$ cat src/rtl/cpu_clk_pkg.sv
// Shared mode encoding for the CPU clock-enable controller.
package cpu_clk_pkg;

  typedef enum logic [1:0] {
    MODE_HALT     = 2'b00,
    MODE_RUN_DIV  = 2'b01,
    MODE_STEP     = 2'b10,
    MODE_RUN_FULL = 2'b11
  } mode_t;

endpackage

$ cat src/rtl/btn_debounce.sv
// Push-button conditioning: 2-FF synchroniser, level debouncer and rising-edge detect.
module btn_debounce #(
  parameter int DEBOUNCE_CYCLES = 120000
) (
  input  logic clk,
  input  logic reset_n,
  input  logic raw,
  output logic level,
  output logic rise
);

  localparam int CW = $clog2(DEBOUNCE_CYCLES + 1);
  // The level flips on the DEBOUNCE_CYCLES-th consecutive differing sample.
  localparam logic [CW-1:0] LAST_CNT = CW'(DEBOUNCE_CYCLES - 1);

  logic [1:0]    sync_r;
  logic [CW-1:0] cnt_r;
  logic [CW-1:0] cnt_nxt_s;
  logic          level_r;
  logic          level_nxt_s;
  logic          level_d_r;

  // Debounce counter and level update.
  always_comb begin
    cnt_nxt_s   = cnt_r;
    level_nxt_s = level_r;
    if (sync_r[1] == level_r) begin
      cnt_nxt_s = '0;
    end else if (cnt_r == LAST_CNT) begin
      level_nxt_s = sync_r[1];
      cnt_nxt_s   = '0;
    end else begin
      cnt_nxt_s = cnt_r + CW'(1'b1);
    end
  end

  // Synchroniser, counter, level and edge-detect history.
  always_ff @(posedge clk or negedge reset_n) begin
    if (!reset_n) begin
      sync_r    <= 2'b00;
      cnt_r     <= '0;
      level_r   <= 1'b0;
      level_d_r <= 1'b0;
    end else begin
      sync_r    <= {sync_r[0], raw};
      cnt_r     <= cnt_nxt_s;
      level_r   <= level_nxt_s;
      level_d_r <= level_r;
    end
  end

  assign level = level_r;
  assign rise  = level_r & ~level_d_r;

endmodule

$ cat src/rtl/cpu_clk_ctrl.sv
// CPU clock-enable controller: halt, divided run, full-speed run and debounced single-step.
module cpu_clk_ctrl
  import cpu_clk_pkg::*;
#(
  parameter int DIV_WIDTH       = 24,
  parameter int DEBOUNCE_CYCLES = 120000,
  parameter int CNT_WIDTH       = 8
) (
  input  logic                 clk,
  input  logic                 reset_n,
  input  logic [1:0]           i_mode,
  input  logic [DIV_WIDTH-1:0] i_div,
  input  logic                 i_step_btn,
  output logic                 o_cpu_en,
  output logic [CNT_WIDTH-1:0] o_tick_cnt,
  output logic                 o_heartbeat,
  output logic                 o_btn_level
);

  mode_t                mode_s;
  logic                 step_req_s;
  logic                 fire_s;
  logic [DIV_WIDTH-1:0] div_cnt_r;
  logic [DIV_WIDTH-1:0] div_nxt_s;
  logic                 cpu_en_r;
  logic [CNT_WIDTH-1:0] tick_cnt_r;
  logic                 heartbeat_r;

  btn_debounce #(
    .DEBOUNCE_CYCLES(DEBOUNCE_CYCLES)
  ) u_btn_debounce (
    .clk    (clk),
    .reset_n(reset_n),
    .raw    (i_step_btn),
    .level  (o_btn_level),
    .rise   (step_req_s)
  );

  assign mode_s = mode_t'(i_mode);

  // Mode mux: divider next state and fire decision.
  // ">=" lets a lowered i_div fire on the next cycle instead of wrapping the counter.
  always_comb begin
    fire_s    = 1'b0;
    div_nxt_s = '0;
    case (mode_s)
      MODE_RUN_DIV: begin
        if (div_cnt_r >= i_div) begin
          fire_s    = 1'b1;
          div_nxt_s = '0;
        end else begin
          fire_s    = 1'b0;
          div_nxt_s = div_cnt_r + DIV_WIDTH'(1'b1);
        end
      end
      MODE_RUN_FULL: fire_s = 1'b1;
      MODE_STEP:     fire_s = step_req_s;
      MODE_HALT:     fire_s = 1'b0;
      default:       fire_s = 1'b0;
    endcase
  end

  // Divider and registered enable, pulse counter and heartbeat.
  always_ff @(posedge clk or negedge reset_n) begin
    if (!reset_n) begin
      div_cnt_r   <= '0;
      cpu_en_r    <= 1'b0;
      tick_cnt_r  <= '0;
      heartbeat_r <= 1'b0;
    end else begin
      div_cnt_r <= div_nxt_s;
      cpu_en_r  <= fire_s;
      if (fire_s) begin
        tick_cnt_r  <= tick_cnt_r + CNT_WIDTH'(1'b1);
        heartbeat_r <= ~heartbeat_r;
      end
    end
  end

  assign o_cpu_en    = cpu_en_r;
  assign o_tick_cnt  = tick_cnt_r;
  assign o_heartbeat = heartbeat_r;

endmodule

$ cat config.mk
export PLATFORM = sky130hd
export DESIGN_NAME = cpu_clk_ctrl
export DESIGN_NICKNAME = d
export VERILOG_FILES = /design/src/rtl/cpu_clk_pkg.sv /design/src/rtl/btn_debounce.sv /design/src/rtl/cpu_clk_ctrl.sv
export SDC_FILE = /design/constraint.sdc
export NUM_CORES = 1
export LEC_CHECK = 0
export BUFFER_PORTS_ARGS = -buffer_cell sky130_fd_sc_hd__buf_4
export CAP_MARGIN = 0
export CORE_MARGIN = 10
export CORE_UTILIZATION = 52
export DETAILED_ROUTE_END_ITERATION = 16
export GPL_TIMING_DRIVEN = 0
export PLACE_DENSITY_LB_ADDON = 0.15
export SETUP_SLACK_MARGIN = 0.02
export SYNTH_ARGS = -nofsm -noshare
export SYNTH_HDL_FRONTEND = slang
export SYNTH_SLANG_ARGS = --single-unit
$ cat constraint.sdc
create_clock -name clk -period 2 [get_ports clk]
set_clock_uncertainty 0.05 [all_clocks]
set_input_delay 0.2 -clock clk [delete_from_list [all_inputs] [get_ports clk]]
set_output_delay 0.2 -clock clk [all_outputs]
set_load 0.005 [all_outputs]
Word level (Yosys, flattened, before mapping) --
Index checks and enable logic that the tools add are counted.
Cells by class: bitwise gates (word level) 4, eq/ne operators 5, reductions and logical operators 2, mux-type cells 6, add/sub/neg operators 3, $lt $le $gt $ge 1
Operators by type and width (count):
- 24-bit 2-to-1 mux | 2
- 17-bit 2-to-1 mux | 2
- 24-bit by 1-bit adder with 24-bit output, second input constant | 1
- 24-bit greater-or-equal comparator | 1
- 17-bit by 1-bit adder with 17-bit output, second input constant | 1
- 17-bit == test, second input constant | 1
- 8-bit by 1-bit adder with 8-bit output, second input constant | 1
- 2-bit == test, second input constant | 2
- 1-bit case mux with 4 select lines | 1
- 1-bit inverter | 3
- 2-bit by 1-bit == test with 1-bit output, second input constant | 1
- 2-bit zero test | 1
- 2-bit AND reduction | 1
- 1-bit bitwise AND | 1
- 1-bit == test | 1
- 1-bit 2-to-1 mux | 1
Storage, ports and cells: output and inout bits 11, bits in registers 55, logic and storage cells 29, input port bits 29

Longest topological paths before layout --
depth after elaboration 3, mapped depth 10, depth with buffers taken out 9

By module --
From an unflattened synthesis, not the netlist that was laid out.
Unflattened totals: cell total of the unflattened synthesis 319, area, all modules 3104.2 um^2
By module, submodules not included:
- cpu_clk_ctrl | times used 1, area an instance 2102.0 um^2, seq. area each 850.8 um^2, cells an instance 225
- btn_debounce | times used 1, area an instance 1002.2 um^2, seq. area each 525.5 um^2, cells an instance 94

Worst setup path after synthesis --
No wires, ideal clock.
path kind register to register, start point reg div_cnt_r[0], end point reg tick_cnt_r[7], in the netlist o_tick_cnt[7], path slack -0.154 ns, setup time 0.079 ns, data arrival time 2.025 ns, path buffers 1, clock period less this slack 2.154 ns, cell stages (with the launch flop) 10, data required time 1.871 ns, cell sequence dfrtp_1 -> inv_1 -> ha_1 -> o211ai_1 -> a2111oi_2 -> o211ai_1 -> a31o_1 -> buf_6 -> nor4_4 -> xor2_1
On the way: word-level cells in the longest chain between the ends 3
RTL lines:
- from (decl) | line cpu_clk_ctrl.sv:23 | logic [DIV_WIDTH-1:0] div_cnt_r;
- from (signal assigned) | line cpu_clk_ctrl.sv:71 | div_cnt_r <= div_nxt_s;
- 24-bit greater-or-equal comparator | line cpu_clk_ctrl.sv:48 | if (div_cnt_r >= i_div) begin
- 1-bit 2-to-1 mux | line cpu_clk_ctrl.sv:48
- 1-bit case mux with 4 select lines | line cpu_clk_ctrl.sv:46 | case (mode_s)
- to (signal assigned) | line cpu_clk_ctrl.sv:74 | tick_cnt_r <= tick_cnt_r + CNT_WIDTH'(1'b1);
- to (decl) | line cpu_clk_ctrl.sv:26 | logic [CNT_WIDTH-1:0] tick_cnt_r;
Every way passes these cells. A chain may end at the register's enable or synchronous reset.

Final worst setup path --
start point reg div_cnt_r[23], end point reg tick_cnt_r[1], in the netlist o_tick_cnt[1]
The elaborated chain is that of the path after synthesis.

==> impl_results.md <==
- Status: complete, but fails checks
- Violated checks: negative setup slack
- Cell Chain, Critical Path: ha_1 -> nand4_4 -> nor2_1 -> a211oi_2 -> and3_1 -> a31o_1 -> buf_6 -> mux2_2
- Syn nets: 380
- Pre-CTS WS: -0.350 ns
- Leakage: 1.87 nW
- Netlist cell types: 32
- Final wirelength: 6.44 mm
- RSZ-0062 raised after global routing: yes
- Die area: 9400 um^2
- Total power: 2.44 mW
- Synth Warn #: 0
- Number of flops mapped to enable cells by yosys: 0
- Routed wire length per instance: 13.9 um
- Initial Util: 54.6%
- Post-route clock period utilization: 114%
- Simple-Gate Fraction of Synth Area: 21.4%
- Final worst path period need: 2.28 ns
- Area share of the largest cell type after synthesis: 44.7%
- Global-route wire length before repair: 11.0 mm
- First drt pass iteration count: 4
- Vias in the first global route: 2359
- Slew Limit Fails: 0
- XOR/XNOR Fraction of Synth Area: 12.5%
- Detailed-route via count: 2387
- Worst Path Arrival: 2.41 ns
- Diode count: 0
- Core Area: 5640 um^2
- Final core utilization: 69.0%
- Drt drc: 0
- Global Route Usage Sum: 13.4%
- Max_cap viols: 0
- Post-Synth Adder-Cell Area: 11.0%
- Crit start category: flip-flop
- Die Y: 97.0 um
- CTS tree: yes
- Endpoint type of the worst setup path: flip-flop
- Final setup viols: 30
- Synth Instances: 324
- Bufs and invs on worst path: 1
- IO Port Bufs: 39
- Clk sink count: 55
- Layout cells sized above 1: 25.0%
- GRT overflow: 0
- Largest family of logic cells by synthesized area: simple AND/OR/NAND/NOR gates
- Worst Max-Slew Pin Slew: 0.679 ns
- Clock slew at reported path FFs: 0.10 ns
- Row cnt: 27
- Relative slew slack: 54.7%
- Mux share of post-synthesis cell area: 0.731%
- NumNets Final: 448
- Initial antenna violation count: 0
- FMAX: 0.439 GHz
- Seq/Total Area, Yosys: 44.7%
- Largest net degree at the start of global routing: 56
- Pwr Density: 628 nW/um^2
- Synth area leaders: dfrtp_1 45%, ha_1 11%, xor2_1 8.5%, nor2_1 6.6%, xnor2_1 4.0%
- Area Overhead vs Synth: 26.3%
- Htree depth: 2
- Peak supply drop: 0.633 mV
- Post-DP HPWL: 4.43 mm
- Post-DR vias/cell: 5.14
- Slowest-stage cell, CP: dfrtp_1
- DRT iter0 DRCs: 139
- Post-route setup slack: -0.276 ns
- Post-Syn Area: 3080 um^2
- Main synth FF type: dfrtp_1
- Worst hold-check path type: input port to flip-flop
- Commonest non-fill, non-tap cell in the layout: buf_4
- Synth Register Bits: 55
- Most frequent cells in the layout: 59 x buf_4, 51 x nor2_1, 51 x dfrtp_1
- Share of async-settable or async-resettable flops after synthesis: 100%
- Worst skew pair latency: 0.30 ns
- Max clock buf depth: 2
- DIE WIDTH: 97.0 um
- Final hold violations: 0
- Synth Area in Compound Gates: 4.87%
- Placer Congestion: 0.832
- CTS Buf Count: 5
- Hold_ws: 0.123 ns
- Max incr delay on CP: 0.40 ns
- Synth area leader: dfrtp_1
- Worst EP required: 2.14 ns
- Delay-heaviest family, CP: compound AO/OA/AOI/OAI gates
- Crit path kind: flip-flop to flip-flop
- CP max FO: 9
- Avg Cell Area, Syn: 9.51 um^2
- Final ANT Viol Nets: 0
- I/O pins: 40
- CTS root buffer: clkbuf_8
-- repair_timing --
action / 4_1_cts / 5_1_grt
hold buffers: 2 / 0
setup buffers: 15 / 4
resized for setup: 19 / 10
gates cloned: 1 / 0
setup endpoints to repair: 44 / 46
endpoints found under the hold margin: 56 / 0
pin swaps: 7 / 3
-- cell type report --
cell class | count | area [um^2]
Tap cell | 72 | 90.1
Multi-Input combinational cell | 233 | 1690
Clock inverter | 1 | 30.0
Clock buffer | 6 | 72.6
Buffer | 5 | 50.0
Timing Repair Buffer | 61 | 463
Fill cell | 436 | 1750
Sequential cell | 55 | 1380
Inverter | 31 | 116
-- report_power, final --
part	internal, mW	switching (mW)
sequential	1.19	0.0975
clock	0.368	0.345
combinational	0.239	0.200
total	1.80	0.642
-- cell families after synthesis --
family | count (synthesis)
muxes | 2
xor gates and xnor gates | 44
and+or+nand+nor | 135
AOI/OAI and AO/OA | 25
adders and majority gates | 27
buffers and inverters | 36
DFF | 55
-- stage by stage --
| stage | setup TNS [ns] | cells | cell area (um^2) |
|---|---|---|---|
| 2_1_floorplan | -0.0558 | 324 | 3100 |
| 3_3_place_gp | -9.05 | 435 | 3480 |
| 3_5_place_dp | -9.66 | 435 | 3480 |
| 4_1_cts | -2.51 | 460 | 3820 |
| 5_1_grt | -9.64 | 464 | 3890 |
| 6_report | -3.10 | 464 | 3890 |
-- per-layer routing --
layer  share of wire, %  GRT usage (%)
met1                 46           17.3
met4                1.7           3.95
met2                 48           21.5
met3                4.2           3.55
met5                  0              0
-- state kept, by name (all words and copies together), names as in the netlist --
register,count
u_btn_debounce.sync_r,2
div_cnt_r,24
u_btn_debounce.level_d_r,1
o_cpu_en,1
o_heartbeat,1
u_btn_debounce.cnt_r,17
o_tick_cnt,8
u_btn_debounce.level,1
-- final timing paths --
check | end | slack (ns) | depth (start not counted) | from
max | o_tick_cnt[1] | -0.28 | 8 | div_cnt_r[23]
min | div_cnt_r[1] | 0.12 | 2 | i_mode[0]
max reg2reg | o_tick_cnt[1] | -0.28 | 8 | div_cnt_r[23]
min reg2reg | u_btn_debounce.sync_r[1] | 0.31 | 0 | u_btn_debounce.sync_r[0]
max in group asynchronous | div_cnt_r[16] | 0.99 | 2 | reset_n
min in group asynchronous | o_tick_cnt[3] | 0.43 | 2 | reset_n
-- Yosys cell counts, drive strengths merged (7+ instances only) --
cell,number
a21oi,11
nand4,10
nor2,54
dfrtp,55
xor2,30
and3,7
inv,31
o21ai,7
xnor2,14
nand2,26
ha,27
nand3,20
-- worst register-to-register path: cells and delay by family, from the launching register on --
family          cells  cell delay [ns]
compound gates      2             0.45
simple gates        3             0.42
flops               1             0.40
mux                 1             0.34
fa+ha+maj           1             0.32
buf+inv             1             0.17
Power figures use the tool's default switching activity.
